## config.mk

```make
export PLATFORM = sky130hd
export DESIGN_NAME = fns_enc_seq
export DESIGN_NICKNAME = d
export VERILOG_FILES = /design/src/rtl/fns_enc_seq.sv
export SDC_FILE = /design/constraint.sdc
export NUM_CORES = 1
export LEC_CHECK = 0
export BUFFER_PORTS_ARGS = -buffer_cell sky130_fd_sc_hd__buf_2
export CORE_MARGIN = 1.5
export CORE_UTILIZATION = 45
export CTS_BUF_LIST = sky130_fd_sc_hd__clkbuf_8
export DETAILED_ROUTE_END_ITERATION = 8
export MAX_ROUTING_LAYER = met4
export PLACE_DENSITY = 0.78
export SYNTH_ARGS = -nofsm -noshare
export SYNTH_HDL_FRONTEND = slang
export SYNTH_SLANG_ARGS = --single-unit
```

## constraint.sdc

```tcl
create_clock -name clk -period 8.44 [get_ports clk]
set_input_delay 1.266 -clock clk [delete_from_list [all_inputs] [get_ports clk]]
set_output_delay 1.266 -clock clk [all_outputs]
set_load 0.01 [all_outputs]
```

## src/rtl/fns_enc_seq.sv

```systemverilog
// Sequential Fibonacci-numeral encoder. Each CONV cycle handles one wire, MSB
// first, and does a greedy subtract against that wire's weight.
module fns_enc_seq #(
    parameter int CODE_W = 9,
    parameter int DATA_W = 6,
    parameter int FNS_W  = 7
) (
    input  logic                          clk,
    input  logic                          rst,
    input  logic [DATA_W-1:0]             in_data,
    input  logic                          in_valid,
    output logic                          in_ready,
    input  logic [CODE_W-1:0]             en_flag,
    input  logic [(CODE_W-2)*FNS_W-1:0]   fns_w,
    output logic [CODE_W-1:0]             out_code,
    output logic                          out_err,
    output logic                          out_valid,
    input  logic                          out_ready
);
    localparam int IDX_W = $clog2(CODE_W);

    typedef enum logic [1:0] {IDLE, CONV, DONE} state_t;

    state_t                           state_q, state_d;
    logic [FNS_W-1:0]                 res_q, res_d, res_nxt, cur_w;
    logic [IDX_W-1:0]                 idx_q, idx_d;
    logic [CODE_W-1:0]                code_q, code_d, en_q, en_d;
    logic [CODE_W-3:0][FNS_W-1:0]     w_q, w_d;
    logic                             err_q, err_d, cur_en, take;

    always_ff @(posedge clk) begin
        if (rst) begin
            state_q <= IDLE;
            res_q   <= '0;
            idx_q   <= '0;
            code_q  <= '0;
            err_q   <= 1'b0;
            en_q    <= '0;
            w_q     <= '0;
        end else begin
            state_q <= state_d;
            res_q   <= res_d;
            idx_q   <= idx_d;
            code_q  <= code_d;
            err_q   <= err_d;
            en_q    <= en_d;
            w_q     <= w_d;
        end
    end

    // Wires 0 and 1 carry the fixed weight 1; the rest come from the snapshot.
    always_comb begin
        cur_w  = FNS_W'(1);
        cur_en = 1'b0;
        for (int k = 0; k < CODE_W; k++)
            if (idx_q == IDX_W'(k)) cur_en = en_q[k];
        for (int k = 2; k < CODE_W; k++)
            if (idx_q == IDX_W'(k)) cur_w = w_q[k-2];
        take    = cur_en && (res_q >= cur_w);
        res_nxt = take ? res_q - cur_w : res_q;
    end

    always_comb begin
        state_d = state_q;
        res_d   = res_q;
        idx_d   = idx_q;
        code_d  = code_q;
        err_d   = err_q;
        en_d    = en_q;
        w_d     = w_q;
        case (state_q)
            IDLE: if (in_valid) begin
                state_d = CONV;
                res_d   = FNS_W'(in_data);
                en_d    = en_flag;
                w_d     = fns_w;
                code_d  = '0;
                err_d   = 1'b0;
                idx_d   = IDX_W'(CODE_W-1);
            end
            CONV: begin
                res_d = res_nxt;
                for (int k = 0; k < CODE_W; k++)
                    if (idx_q == IDX_W'(k)) code_d[k] = take;
                if (idx_q == '0) begin
                    state_d = DONE;
                    err_d   = (res_nxt != '0);
                end else begin
                    idx_d = idx_q - IDX_W'(1);
                end
            end
            DONE: if (out_ready) state_d = IDLE;
            default: state_d = IDLE;
        endcase
    end

    assign in_ready  = (state_q == IDLE);
    assign out_valid = (state_q == DONE);
    assign out_code  = code_q;
    assign out_err   = err_q;
endmodule

```

Word level (Yosys, flattened, before mapping)

Cells that the tools add are included.

Register bits after elaboration: 81

$lt $le $gt $ge: 1
Add/subtract/negate cells: 2
Equality and inequality tests: 22
Muxes and demuxes: 40
Reduce and logical (&&, ||, !) cells: 18

Operators by type and width:

| operator                                                           | number |
|---|---|
| 7-bit 2-to-1 mux                                                   | 9 |
| 3-bit AND reduction                                                | 11 |
| 2-bit != test, second input constant                               | 11 |
| 1-bit 2-to-1 mux                                                   | 20 |
| 9-bit case mux with 2 select lines                                 | 1 |
| 4-bit by 3-bit == test with 1-bit output, second input constant    | 4 |
| 7-bit case mux with 2 select lines                                 | 1 |
| 9-bit 2-to-1 mux                                                   | 1 |
| 4-bit by 2-bit == test with 1-bit output, second input constant    | 2 |
| 4-bit 2-to-1 mux                                                   | 2 |
| 4-bit case mux with 2 select lines                                 | 1 |
| 7-bit >= comparator                                                | 1 |
| 7-bit nonzero test                                                 | 1 |
| 7-bit subtractor                                                   | 1 |
| 2-bit 2-to-1 mux                                                   | 3 |
| 2-bit case mux with 3 select lines                                 | 1 |
| 4-bit by 1-bit == test with 1-bit output, second input constant    | 1 |
| 4-bit == test, second input constant                               | 1 |
| 4-bit logical NOT                                                  | 1 |
| 2-bit AND reduction                                                | 2 |
| 4-bit by 1-bit subtractor with 4-bit output, second input constant | 1 |
| 2-bit by 1-bit == test with 1-bit output, second input constant    | 1 |
| 2-bit == test, second input constant                               | 1 |
| 2-bit logical NOT                                                  | 1 |
| 4 further kinds                                                    | 4 |

Logic depth before layout (Yosys ltp)

Gate-level depths: netlist (run 1).

Depth after elaboration: 15
Mapped depth: 17
Gate-level depth less buffers: 16

Least setup slack after synthesis (run 1)

OpenSTA, ideal clock, no wires.

Path type: register to register
Start point: reg idx_q[0]
End point: reg res_q[5]
Buffers on the path: 1
Cell stages (with the launch flop): 15
Clock period less this slack: 3.420 ns
Arrival time: 3.327 ns
Path slack: 5.020 ns
Required time: 8.347 ns
Library setup time: 0.093 ns
Cells stage by stage: dfxtp_1 inv_1 ha_1 clkbuf_1 a21o_1 a222oi_1 nor3_1 a21oi_1 nor2_1 a221oi_1 ha_1 a2111oi_2 a211oi_4 or3_1 o311ai_2

Longest elaborated chain between the ends: 13

RTL lines:

| what                                                                         | RTL line | text |
|---|---|---|
| start: declaration                                                           | 26       | `logic [IDX_W-1:0] idx_q, idx_d;` |
| start signal: assignment                                                     | 43       | `idx_q <= idx_d;` |
| parallel branches: the longest is 11 deep, another holds 7-bit >= comparator | --       |  |
| 7-bit 2-to-1 mux (*)                                                         | 60       | `res_nxt = take ? res_q - cur_w : res_q;` |
| 7-bit case mux with 2 select lines (*)                                       | 71       | `case (state_q)` |
| end signal: assignment                                                       | 42       | `res_q <= res_d;` |
| end: declaration                                                             | 25       | `logic [FNS_W-1:0] res_q, res_d, res_nxt, cur_w;` |

Every way passes the cells marked *.
A chain may end at the register's enable or synchronous reset.

Worst setup path in the final report (run 1)

Start point: reg idx_q[0]
End point: reg res_q[6]

Same word-level chain as after synthesis.

==> results of run 1 <==
## where the power goes
part	leakage [nW]	internal [W]	total (W)	switching, W
combinational	1.13	0.0000945	0.000242	0.000147
clock	0.122	0.000200	0.000349	0.000149
sequential	0.664	0.000412	0.000438	0.0000265
total	1.92	0.000706	0.00103	0.000323
## synthesized netlist by cell type (6+ instances only)
master and count:
a21o_1 9, a21oi_1 86, a221oi_1 6, a222oi_1 6, clkbuf_1 25, dfxtp_1 81, ha_1 12, inv_1 8
nand2_1 140, nand3_1 16, nor2_1 28, nor3_1 9, o211ai_1 6
## routing by layer
metal  track usage [%]  routed length [microns]  share of wire [%]  vias up
li1                  -                        -                  -     1953
met1              29.9                     4830                 46     1796
met2              36.7                     4830                 46      132
met3              4.15                      604                5.8       22
met4              7.80                      195                1.9        0
met5                 -                        0                  0        -
## critical path, cell delays in order (launching register included)
cell and delay, ns:
dfxtp_1 0.44, ha_1 0.47, nor3b_1 0.64, a222oi_1 0.27
nor3_1 0.21, a21oi_1 0.06, nor2_1 0.09, a221oi_1 0.06
ha_1 0.41, o21a_1 0.15, o22a_1 0.15, nand3_1 0.14
a211oi_2 0.80, mux2_2 0.41, nor2_1 0.09
## flip-flops by register name (all words and copies together) (netlist names)
register  flops
out_code      9
idx_q         4
state_q       2
res_q         7
w_q          49
en_q          9
out_err       1
## path summary, 6_finish.rpt
kind                                from        to  cells past startpoint
worst max register to register  idx_q[0]  res_q[6]                     14
worst min-delay path             en_q[3]   en_q[3]                      2
worst min register to register   en_q[3]   en_q[3]                      2
worst max-delay path            idx_q[0]  res_q[6]                     14
## through the flow
stage	worst slack, ns	utilization, %	instances	cell area [sq um]	total power, W
floorplan	5.02	-	525	4040	0.000619
global placement	4.23	51.1	680	4460	0.000679
detailed placement	4.04	51.1	680	4460	0.000687
CTS	4.03	54.0	696	4710	0.00103
global route	3.64	54.0	696	4710	0.00109
finish	3.97	54.0	696	4710	0.00103
## layout by cell type (no fill, tap or decap), types with 5 or more instances in the layout
master | synthesis | final
a21o_1 | 9 | 9
buf_2 | 4 | 79
ha_1 | 12 | 12
inv_1 | 8 | 8
o21ai_1 | 5 | 5
o211ai_1 | 6 | 6
nor2b_1 | 5 | 5
a222oi_1 | 6 | 6
dfxtp_1 | 81 | 81
a221oi_1 | 6 | 6
nand2_1 | 140 | 139
nand3_1 | 16 | 16
nor2_1 | 28 | 27
o21ai_0 | 5 | 5
a31oi_1 | 5 | 5
clkbuf_8 | 0 | 9
nor3_1 | 9 | 9
a21oi_1 | 86 | 86
## logic make-up after synthesis
group	share of synthesized area, %
flip-flops	40.1
AO/OA/AOI/OAI	24.6
AND/OR/NAND/NOR	24.5
adder cells (fa/ha/maj)	4.21
multiplexers	0.774
buffers and inverters	4.49
XOR/XNOR	1.30
## final cells by class
| class | instances | area share, % |
|---|---|---|
| multi-input cells | 400 | 47.7 |
| flip-flops and latches | 81 | 34.4 |
| repair buffers | 83 | 9.03 |
| well taps | 108 | 2.87 |
| clock inverters | 7 | 2.68 |
| clock buffers | 9 | 2.63 |
| inverters | 8 | 0.638 |
==> qor.csv, run 1 <==
metric,value,unit
"Area growth, synth to finish",16.6,%
min-delay worst type,reg2reg,
Yosys top cell area share,40.1,%
drt total wl,10.5,mm
CTS Root Cell,clkbuf_8,
Worst-path clk slew,0.08,ns
antenna violations before repair,0,
GRT Total Usage,23.1,%
clk buf depth,2,
Post-CTS Setup Inserts,0,
post-synth net total,606,
hold_ws,0.458,ns
Peak VDD IR,0.000124,V
routability cong.,0.884,
CTS tree,yes,
pwr dens,219,nW/um^2
Die Y-Extent,97.8,microns
Yosys warning total,0,
1st-pass router iterations,5,
# fillers,823,
ratio of cells with drive above 1 in the final layout,19.0,%
Worst Setup End Kind,flip-flop,
CTS Hold Bufs,0,
clock sink count,81,
initial core utilization,46.3,%
RSZ-0062 raised after global routing,false,
path type of the worst setup path,reg2reg,
Post-Syn Area per Cell,7.70,sq um
diode count,0,
main flop type after synthesis,dfxtp_1,
Fmax,224,MHz
I/O pin count,80,
r2r setup slk,3.97,ns
Worst EP arrival,4.76,ns
Routed WL per cell,15.0,microns
vias in the first global route,3644,
number of max-cap violations,0,
PostCTS Resize Cnt,0,
post-synthesis cell type count,57,
number of synthesized flops with an enable pin,0,
#FFs+latches synth,81,
overflow left after global routing,0,
Static Leak,1.92,nW
Hold Fails Final Rpt,0,
crit path launch type,flip-flop,
worst slew pin tran,0.960,ns
setup TNS,0,ns
post-synth top area cell,dfxtp_1,
DRC,0,
Num CTS Buffers,9,
final setup fails,0,
remaining antenna violation count,0,
Detailed Route Iter0 Violations,254,
core area,8720,sq um
worst skew pair latency,0.36,ns
sequential area share after synthesis,40.1,%
Final Slew Violations,0,
fin crit share,53.0,%
Seq. cell area,1620,sq um
asr flop ratio synth,0,%
"Max FO, Critical Path",12,
Mapped Cells,525,
DP Wirelength,7.53,mm
die width,97.8,microns
area of the multi-input gates,2250,sq um
FP Rows,34,
global-route wire length before repair,17.5,mm
largest net degree at the start of global routing,86,
Clock H-tree levels,3,
DR vias/cell,5.61,
die footprint,9560,sq um
via count,3903,
Final Net Count,664,
port bufs,79,
Final min period,4.47,ns
"top cells by area, synth","dfxtp_1 (40%), nand2_1 (13%), a21oi_1 (11%)",
mapped cell area,4040,sq um
Worst Skew,0.0112,ns
Worst Path Required,8.73,ns
status,completed,
Worst slew margin,35.9,%
(Power assumes the default switching activity.)
==> inputs of run 2 (changes only) <==
Settings changed: PLACE_DENSITY 0.78 to 0.81.
Clock period 8.44 ns to 3.8 ns, I/O delays scaled along.
==> run 2 against run 1 <==
Highest routed layer unchanged; wire length rose by 5.0%; critical path depth rose by 1; via count rose by 3.2%; non-clock buffer count rose by 13; design area rose by 2.2%; core utilization rose by 1.2 points; worst hold slack got worse by 0.024 ns; sequential power rose by 120%; combinational power rose by 140%; register-to-register slack got worse by 3.7 ns; worst setup slack got worse by 3.7 ns; clock skew rose by 0.0023 ns.
==> qor.csv, run 2 (synthesis results as in run 1) <==
metric,value,unit,change
final setup fails,0,,unchanged
CTS Root Cell,clkbuf_8,,
DRC,0,,unchanged
Reg with most FFs,w_q,,
fin crit share,92.5,%,+40 points
Num CTS Buffers,9,,unchanged
Clock H-tree levels,3,,unchanged
CP max stage delay,0.44,ns,-0.36 ns
GRT Total Usage,24.2,%,+1.0 points
status,completed,,
diode count,0,,unchanged
path type of the worst setup path,reg2reg,,
worst hold start,fns_w[23],,
Buf/Inv on CP,1,,+1
pwr dens,448,nW/um^2,+100%
slowest cell on the critical path,fa_1,,
Routed WL per cell,15.5,microns,+3.1%
antenna violations before repair,0,,unchanged
die footprint,9560,sq um,unchanged
initial core utilization,46.3,%,unchanged
largest net degree at the start of global routing,58,,-33%
Die Y-Extent,97.8,microns,unchanged
CTS tree,yes,,
routability cong.,0.901,,+2.0%
post-layout util,55.2,%,+1.2 points
min-delay worst type,in2reg,,
# fillers,852,,+3.5%
Worst EP arrival,3.72,ns,-1.04 ns
"commonest non-fill, non-tap cell in the layout",nand2_1,,
global-route wire length before repair,18.2,mm,+4.2%
max reg flops,49,,unchanged
Peak VDD IR,0.000282,V,+130%
Worst Setup End Kind,flip-flop,,
Worst R2R Start,idx_q[1],,
Final Slew Violations,0,,unchanged
overflow left after global routing,0,,unchanged
family with the most delay on the worst path,compound AO/OA/AOI/OAI gates,,
worst slew pin tran,1.07,ns,+0.106 ns
Worst Path Required,4.01,ns,-4.72 ns
crit path launch type,flip-flop,,
Hold Fails Final Rpt,0,,unchanged
ratio of cells with drive above 1 in the final layout,22.5,%,+3.4 points
drt total wl,11.0,mm,+5.0%
"Max FO, Critical Path",10,,-2
Final Net Count,677,,+2.0%
core area,8720,sq um,unchanged
clock sink count,81,,unchanged
RSZ-0062 raised after global routing,false,,
Detailed Route Iter0 Violations,292,,+15%
via count,4026,,+3.2%
I/O pin count,80,,unchanged
DP Cell Count,691,,+1.6%
clk buf depth,2,,unchanged
"commonest non-fill, non-tap cells in the layout","nand2_1 (139), a21oi_1 (86), buf_2 (79)",,
Post-Layout Cell Count,709,,+1.9%
Fmax,284,MHz,+27%
Worst-path clk slew,0.09,ns,about the same
1st-pass router iterations,8,,+3
Worst slew margin,28.9,%,-7.0 points
die width,97.8,microns,unchanged
Final min period,3.52,ns,-0.955 ns
FP Rows,34,,unchanged
Static Leak,1.96,nW,+2.0%
remaining antenna violation count,0,,unchanged
worst skew pair latency,0.36,ns,about the same
port bufs,79,,unchanged
vias in the first global route,3769,,+3.4%
critical path startpoint,idx_q[1],,
number of max-cap violations,0,,unchanged
Worst Skew,0.0135,ns,+0.00232 ns
CP cell instances,inv_1 > ha_2 > a21o_1 > a222oi_1 > nor3_1 > a21oi_1 > nor2_1 > a221o_1 > fa_1 > nand2b_1 > a21oi_1 > mux2i_1 > a2111oi_2 > mux2_2 > nor2_1,,
DR vias/cell,5.68,,+1.3%
"Area growth, synth to finish",19.1,%,
DP Wirelength,8.02,mm,+6.5%
-- run 2: cell types whose count changed in the layout (fill, tap and decap cells not counted), moves of 3 or more --
cell	delta
buf_4	+13
ha_2	+4
ha_1	-4
dfxtp_2	+3
dfxtp_1	-3
bufinv_16	-3
-- run 2: cell type report --
type | instances | area, sq um | share of cell area (%)
clock inverter | 6 | 50.0 | 1.04
inverter | 8 | 30.0 | 0.624
tap | 108 | 135 | 2.81
sequential | 81 | 1630 | 33.8
timing repair buffer | 96 | 523 | 10.9
clock buffer | 10 | 138 | 2.86
multi-input combinational | 400 | 2310 | 48.0
-- run 2: final timing paths --
path              end  slack [ns]  depth (start not counted)
max          res_q[6]        0.28                         15
min           w_q[23]        0.43                          3
max reg2reg  res_q[6]        0.28                         15
min reg2reg   en_q[3]        0.46                          2
-- run 2: per-stage QoR --
step	worst slack [ns]	hold slack, ns	setup TNS [ns]	area, sq um	total power (W)
global placement	0.104	0.446	0	4540	0.00153
detailed placement	-0.0180	0.448	-0.0180	4540	0.00154
global route	0.0188	0.437	0	4810	0.00227
CTS	0.0754	0.425	0	4740	0.00213
floorplan	0.380	0.433	0	4040	0.00137
finish	0.284	0.434	0	4810	0.00215
-- run 2: report_power, final --
| part | leakage, nW | switching [W] | internal (W) | total (W) |
|---|---|---|---|---|
| Combinational | 1.20 | 0.000346 | 0.000234 | 0.000580 |
| Clock | 0.0895 | 0.000335 | 0.000262 | 0.000597 |
| Sequential | 0.665 | 0.0000621 | 0.000916 | 0.000978 |
-- run 2: layer usage --
metal	vias to the layer above	track usage (%)	wire [microns]
met5	-	-	0
met4	0	8.57	259
met3	22	4.58	705
met2	140	35.6	4820
met1	1875	33.2	5200
li1	1989	-	-
-- run 2: repair_timing --
item                                    4_1_cts  5_1_grt
endpoints found under the setup margin        1       15
hold buffers                                  0        0
setup buffers                                 0        2
pin swaps                                     0        3
resized for setup                             3       12
-- run 2: worst register-to-register path: cells and delay by family (launching register included) --
family                     cells  cell delay [ns]
and+or+nand+nor                4             0.36
DFF                            1             0.41
adders and majority gates      2             0.70
muxes                          2             0.33
AOI/OAI and AO/OA              6             1.47
buffers and inverters          1             0.11
